$ cat config.mk
export PLATFORM = sky130hd
export DESIGN_NAME = scanner_ctrl_param
export DESIGN_NICKNAME = d
export VERILOG_FILES = /design/src/rtl/scanner_ctrl_param.sv
export SDC_FILE = /design/constraint.sdc
export NUM_CORES = 1
export LEC_CHECK = 0
export CORE_MARGIN = 3
export CORE_UTILIZATION = 44
export DETAILED_ROUTE_END_ITERATION = 10
export PLACE_DENSITY = 0.63
export SLEW_MARGIN = 0
export SYNTH_ARGS = -nofsm -noshare
export SYNTH_HDL_FRONTEND = slang
export SYNTH_SLANG_ARGS = --single-unit
$ cat constraint.sdc
create_clock -name clk -period 2.5 [get_ports clk]
set_input_delay 0.75 -clock clk [delete_from_list [all_inputs] [get_ports clk]]
set_output_delay 0.75 -clock clk [all_outputs]
set_load 0.02 [all_outputs]
$ cat src/rtl/scanner_ctrl_param.sv
// Parametrised scan controller: captures a burst of samples into a DEPTH-entry
// buffer, streams it out on request and signals a peer buffer as it fills.
module scanner_ctrl_param #(
  parameter int WIDTH         = 8,
  parameter int DEPTH         = 10,
  parameter int READY_AT      = 8,
  parameter int PEER_START_AT = 9,
  localparam int CW           = $clog2(DEPTH + 1)
) (
  input  logic             clk,
  input  logic             rst,
  input  logic             start_scan,
  input  logic             go_to_standby,
  input  logic             transfer,
  input  logic             flush_req,
  input  logic [WIDTH-1:0] data_in,
  output logic [WIDTH-1:0] data_out,
  output logic             data_valid,
  output logic [CW-1:0]    level,
  output logic [2:0]       state,
  output logic             ready_to_transfer,
  output logic             ready_peer,
  output logic             start_peer,
  output logic             scan_done
);

  localparam int AW = (DEPTH > 1) ? $clog2(DEPTH) : 1;

  localparam logic [2:0] S_LOW_POWER = 3'd0;
  localparam logic [2:0] S_ACTIVE    = 3'd1;
  localparam logic [2:0] S_STANDBY   = 3'd2;
  localparam logic [2:0] S_IDLE      = 3'd3;
  localparam logic [2:0] S_FLUSH     = 3'd4;
  localparam logic [2:0] S_TRANSFER  = 3'd5;

  localparam logic [CW-1:0] FULL_LVL = CW'(DEPTH);
  localparam logic [CW-1:0] RDY_LVL  = CW'(READY_AT);
  localparam logic [CW-1:0] PEER_LVL = CW'(PEER_START_AT);

  logic [WIDTH-1:0] mem [DEPTH];
  logic [CW-1:0]    rd_ptr;
  logic [CW-1:0]    level_inc;
  logic             wr_en;

  assign level_inc = level + 1'b1;
  // ACTIVE never sees level == DEPTH, so the write index stays in range.
  assign wr_en     = (state == S_ACTIVE) && !transfer;

  always_ff @(posedge clk) begin
    if (wr_en) mem[level[AW-1:0]] <= data_in;
  end

  always_ff @(posedge clk) begin
    if (!rst) begin
      state             <= S_LOW_POWER;
      level             <= '0;
      rd_ptr            <= '0;
      data_out          <= '0;
      data_valid        <= 1'b0;
      ready_to_transfer <= 1'b0;
      ready_peer        <= 1'b0;
      start_peer        <= 1'b0;
      scan_done         <= 1'b0;
    end else begin
      scan_done  <= 1'b0;
      data_valid <= 1'b0;
      case (state)
        S_LOW_POWER: begin
          ready_to_transfer <= 1'b0;
          ready_peer        <= 1'b0;
          start_peer        <= 1'b0;
          if (start_scan && !transfer) begin
            state <= S_ACTIVE;
            level <= '0;
          end else if (go_to_standby) begin
            state <= S_STANDBY;
          end
        end
        S_STANDBY: begin
          if (start_scan) begin
            state <= S_ACTIVE;
            level <= '0;
          end
        end
        S_ACTIVE: begin
          if (transfer) begin
            state      <= S_TRANSFER;
            rd_ptr     <= '0;
            ready_peer <= 1'b0;
            start_peer <= 1'b0;
          end else begin
            // Flags follow the level this write produces.
            level             <= level_inc;
            ready_to_transfer <= (level_inc >= RDY_LVL);
            ready_peer        <= (level_inc >= RDY_LVL);
            start_peer        <= (level_inc >= PEER_LVL);
            if (level_inc == FULL_LVL) begin
              state     <= S_IDLE;
              scan_done <= 1'b1;
            end
          end
        end
        S_IDLE: begin
          ready_to_transfer <= 1'b1;
          ready_peer        <= 1'b0;
          start_peer        <= 1'b0;
          if (transfer) begin
            state  <= S_TRANSFER;
            rd_ptr <= '0;
          end else if (flush_req) begin
            state <= S_FLUSH;
          end
        end
        S_TRANSFER: begin
          if (rd_ptr < level) begin
            data_out   <= mem[rd_ptr[AW-1:0]];
            data_valid <= 1'b1;
            rd_ptr     <= rd_ptr + 1'b1;
            // Launching the final word also returns to LOW_POWER.
            if (rd_ptr == level - 1'b1) begin
              state <= S_LOW_POWER;
              level <= '0;
            end
          end else begin
            state <= S_LOW_POWER;
            level <= '0;
          end
        end
        S_FLUSH: begin
          if (level == '0) state <= S_LOW_POWER;
          else             level <= level - 1'b1;
        end
        default: state <= S_LOW_POWER;
      endcase
    end
  end

endmodule

==> results of run 1 <==
## state kept, by name (all words and copies together) (netlist names)
| register | cells |
|---|---|
| rd_ptr | 4 |
| data_valid | 1 |
| level | 4 |
| ready_peer | 1 |
| mem | 80 |
| start_peer | 1 |
| data_out | 8 |
| scan_done | 1 |
| state | 3 |
| ready_to_transfer | 1 |
## where the power goes
| part | leakage (nW) | switching, mW | internal (mW) |
|---|---|---|---|
| Combinational | 0.751 | 0.581 | 0.423 |
| Clock | 0.106 | 0.661 | 0.412 |
| Sequential | 0.914 | 0.0354 | 1.93 |
| Total | 1.77 | 1.28 | 2.77 |
## per-stage QoR
stage                     std cells  power, mW
final                           529      4.045
after global placement          513      3.001
after CTS                       529      4.094
after detailed placement        513      3.004
after global routing            529      4.259
after floorplan                 339      2.659
## worst max-delay path by stage
stage | end | slack, ns | cells after the start
2_1_floorplan | level[0] | 0.25 | 9
3_3_place_gp | mem[6][5] | 0.04 | 5
4_1_cts | level[3] | 0.16 | 1
5_1_grt | level[3] | 0.12 | 1
6_report | level[3] | 0.19 | 1
3_5_place_dp | level[1] | 0.04 | 5
## cell families after synthesis
kind of cell / count (synthesis) / share of synthesized area
multiplexers: 33 / 0.1150
AO/OA/AOI/OAI: 64 / 0.09447
XOR/XNOR: 9 / 0.02076
buffers and inverters: 28 / 0.02980
AND/OR/NAND/NOR: 90 / 0.09766
flip-flops: 104 / 0.6131
adder cells (fa/ha/maj): 11 / 0.02927
## synth_stat cells (all sizes together), types with 2 or more instances
library cell	number	share of area
a211oi	4	0.0075
o22ai	3	0.0040
a31oi	2	0.0027
mux4	16	0.077
ha	11	0.029
nor3b	2	0.0032
nand3	13	0.014
and2	5	0.0067
dfxtp	24	0.10
o21ai	8	0.0085
edfxtp	80	0.51
inv	7	0.0056
mux2	8	0.019
xor2	2	0.0037
xnor2	7	0.017
clkbuf	10	0.0080
buf	10	0.015
nor2	11	0.010
a21oi	17	0.019
nand2	33	0.026
nor3	4	0.0053
nand2b	4	0.0053
nand3b	2	0.0032
and3	7	0.0093
nor2b	5	0.0067
o2111ai	3	0.0056
mux2i	9	0.019
o211ai	13	0.021
## final cells by class
type / count / area share
flip-flops and latches: 104 / 0.5152
multi-input cells: 207 / 0.3001
repair buffers: 58 / 0.1105
well taps: 136 / 0.03041
clock buffers: 9 / 0.02214
clock inverters: 7 / 0.01632
inverters: 8 / 0.005367
## layer usage
| metal | global-route usage | wire length (µm) | up-vias |
|---|---|---|---|
| li1 | - | - | 1404 |
| met1 | 0.2517 | 4546 | 1388 |
| met2 | 0.2594 | 4341 | 67 |
| met3 | 0.03641 | 375 | 5 |
| met4 | 0.03829 | 64 | 0 |
| met5 | 0 | 0 | - |
==> impl_metrics.toml, run 1 <==
[sta]
setup_ws_ns = 0.1899
grt_setup_unrepaired = "false"
setup_tns_ns = 0
maxSlewViolCount = 0
max_clock_freq_mhz = 432.9
setup_violations = 0
finalCriticalPeriod_ns = 2.310
fin_skew_ns = 0.01482
worstMarginPinSlew_ns = 0.6369
slew_headroom = 0.5745
whs_ns = 0.4583
fin_crit_sh = 0.9240
finalHoldViolations = 0

[worst_setup_path]
reg2reg_slack_ns = 0.33
slowest_stage = "clkdlybuf4s50_1"
crit_buf_inv = 1
cp_max_fo = 9
max_stage_delay_ns = 0.67
worstSetupStartpointType = "flip-flop"
required_ns = 1.75
worstRegToRegCells = 7
reg2reg_to = "level[1]"
crit_arrival_ns = 1.56
crit_type = "flip-flop to output pin"
crit_chain = "clkdlybuf4s50_1"
cp_top_family = "buffers and inverters"
crit_start = "level[3]"
r2r-start = "level[3]"
endpoint_kind = "output pin"

[global_routing]
grt_max_degree = 23
antenna_found_initial = 0
grt_pass1_wl_um = 15210
grt-ovfl-total = 0
grt_pass1_vias = 2804
grtUsageTotal = 0.1701

[finish]
layout_common_cells = "edfxtp_1 (80), nand2_1 (33), clkdlybuf4s50_1 (33)"
final_common_cell = "edfxtp_1"
antenna_cells = 0
multi_input_area_mm2 = 0.001679
utilization = 0.5396
postLayoutCellArea_mm2 = 0.005595
nets = 413
regArea_mm2 = 0.002883
nFillCells = 883
drive_above_1_share = 0.1832
area_delta_synth_final_pct = 19.00

[clocking]
clkLatencyLatePin_ns = 0.36
cts_tree = "done"
clock_sinks = 104
clockRootBuffer = "clkbuf_8"
cts_hold_buf = 0
post_cts_buffers = 0
clk_pin_slew_worst_paths_ns = 0.11
clock_path_buffers = 2
cts_buffers = 9
h-tree-depth = 3
postCtsResizedCells = 0

[min_path]
holdPathEnd = "data_out[3]"
hold_class = "flip-flop to flip-flop"
min_from = "data_out[3]"
hold_depth = 2

[synth]
synth_cell_types = 55
syn_area_per_cell_um2 = 13.87
ys_seq_area_frac = 0.6131
netlist_area_mm2 = 0.004702
synth_edf_count = 80
ys.flop_type = "edfxtp_1"
yosysWarnings = 0
ys_ff_latch = 104
syn_nets = 364
syn-instance-count = 339
async_flop_share = 0

[run]
cap_violations = 0

[power_and_ir_drop]
p_per_area_mw_per_mm2 = 723.0
ir_worst_vdd_uv = 362.7
cellLeakagePower_nw = 1.771

[floorplan]
placementRows = 37
die_w_um = 109.4
die-area_mm2 = 0.01196
fp.dieH_um = 109.4
start_util = 0.4534
ioPinCount = 34
core_area_mm2 = 0.01037

[routing]
drc = 0
num_vias = 2864
drtAntennaViolNets = 0
drt_iter0_markers = 164
drt-total-wl_um = 9327
routedWlPerCell_um = 17.63
viasPerCell = 5.414
dr.pass1.iters = 4

[placed_design]
io_buffers = 33
dp_worst_setup_slack_ns = 0.04488
place_area_mm2 = 0.005380
gp_congestion = 0.8844
dp_hpwl_um = 6632

[run_status]
status = "finished clean"
Power figures use the tool's default switching activity.
==> run 2, diff against run 1 <==
- RECOVER_POWER: default -> 50
- SKIP_LAST_GASP: default -> 1
==> run 2 against run 1 <==
  * Non-clock buffer count stayed put
  * Fmax hardly changed
  * Global-route usage stayed put
  * Utilization is 0.51 points lower
  * Critical endpoint unchanged
  * Critical path depth stayed put
  * Worst setup slack better by 0.0016 ns
==> impl_metrics.toml, run 2 (synthesis gave the netlist of run 1 again) <==
[routing]
dr.pass1.iters = 4
num_vias = 2862
routedWlPerCell_um = 17.70
drt_iter0_markers = 164
drtAntennaViolNets = 0
drc = 0
viasPerCell = 5.410
drt-total-wl_um = 9361

[worst_setup_path]
crit_type = "flip-flop to output pin"
crit_buf_inv = 1
cp_top_family = "buffers and inverters"
max_stage_delay_ns = 0.67
endpoint_kind = "output pin"
slowest_stage = "clkdlybuf4s50_1"
required_ns = 1.75
crit_arrival_ns = 1.56
worstSetupStartpointType = "flip-flop"
cp_max_fo = 9
crit_chain = "clkdlybuf4s50_1"

[finish]
area_delta_synth_final_pct = 17.88
nFillCells = 889
largest_reg_flops = 80
nets = 413
antenna_cells = 0
layout_common_cells = "edfxtp_1 (80), nand2_1 (33), clkdlybuf4s50_1 (25)"
regArea_mm2 = 0.002883
multi_input_area_mm2 = 0.001672
final_common_cell = "edfxtp_1"
drive_above_1_share = 0.1807

[global_routing]
grt_pass1_wl_um = 15210
grt-ovfl-total = 0
grt_max_degree = 23
grtUsageTotal = 0.1701
grt_pass1_vias = 2804
antenna_found_initial = 0

[clocking]
clock_path_buffers = 2
post_cts_buffers = 0
cts_hold_buf = 0
postCtsResizedCells = 0
cts_tree = "done"
clock_sinks = 104
cts_buffers = 9
h-tree-depth = 3
clockRootBuffer = "clkbuf_8"
clk_pin_slew_worst_paths_ns = 0.11
clkLatencyLatePin_ns = 0.37

[sta]
slew_headroom = 0.5729
setup_tns_ns = 0
setup_violations = 0
finalHoldViolations = 0
worstMarginPinSlew_ns = 0.6392
fin_skew_ns = 0.01640
grt_setup_unrepaired = "false"
finalCriticalPeriod_ns = 2.308
maxSlewViolCount = 0
max_clock_freq_mhz = 433.2
fin_crit_sh = 0.9234

[run_status]
status = "finished clean"

[power_and_ir_drop]
cellLeakagePower_nw = 1.762
p_per_area_mw_per_mm2 = 726.0
total_power_mw = 4.024
ir_worst_vdd_uv = 355.0

[floorplan]
die_w_um = 109.4
start_util = 0.4534
die-area_mm2 = 0.01196
ioPinCount = 34
fp.dieH_um = 109.4
placementRows = 37
core_area_mm2 = 0.01037

[placed_design]
dp_hpwl_um = 6632
io_buffers = 33
gp_congestion = 0.8844

[min_path]
hold_class = "flip-flop to flip-flop"

[run]
cap_violations = 0
## run 2: cell count changes in the layout (fill, tap and decap cells not counted), sizes merged
cell | previous run | this run
buf | 25 | 22
clkbuf | 9 | 12
dlygate4sd3 | 0 | 8
clkdlybuf4s50 | 33 | 25
## run 2: where the power goes
group | internal, mW | leakage (nW) | switching [mW]
Combinational | 0.405 | 0.742 | 0.575
Clock | 0.412 | 0.106 | 0.663
Sequential | 1.93 | 0.914 | 0.0360
Total | 2.75 | 1.76 | 1.27
## run 2: final cells by class
type                    count  area share
clock buffers               9     0.02235
inverters                   8    0.005418
repair buffers             58      0.1034
multi-input cells         207      0.3016
flip-flops and latches    104      0.5201
clock inverters             7     0.01648
well taps                 136     0.03070
## run 2: path summary, 6_finish.rpt
check	endpoint	slack, ns	cells past startpoint	startpoint
setup / recovery	level[3]	0.19	1	level[3]
hold / removal	data_out[3]	0.46	2	data_out[3]
setup reg to reg	level[1]	0.33	7	level[3]
hold reg to reg	data_out[3]	0.46	2	data_out[3]
## run 2: through the flow
stage	std cells	instance area (µm²)	utilization	worst slack (ns)	hold WS (ns)
floorplan	339	4702	-	0.2459	0.5345
global placement	513	5380	0.5188	0.03960	0.4435
detailed placement	513	5380	0.5188	0.04488	0.4459
CTS	529	5595	0.5396	0.1575	0.4619
global route	529	5543	0.5345	0.1056	0.4775
finish	529	5543	0.5345	0.1915	0.4579
## run 2: per-layer routing
layer	wire [µm]	track usage	vias up
met5	0	0	-
met4	64	0.03829	0
met3	348	0.03641	6
met2	4324	0.2594	63
met1	4624	0.2517	1391
li1	-	-	1402
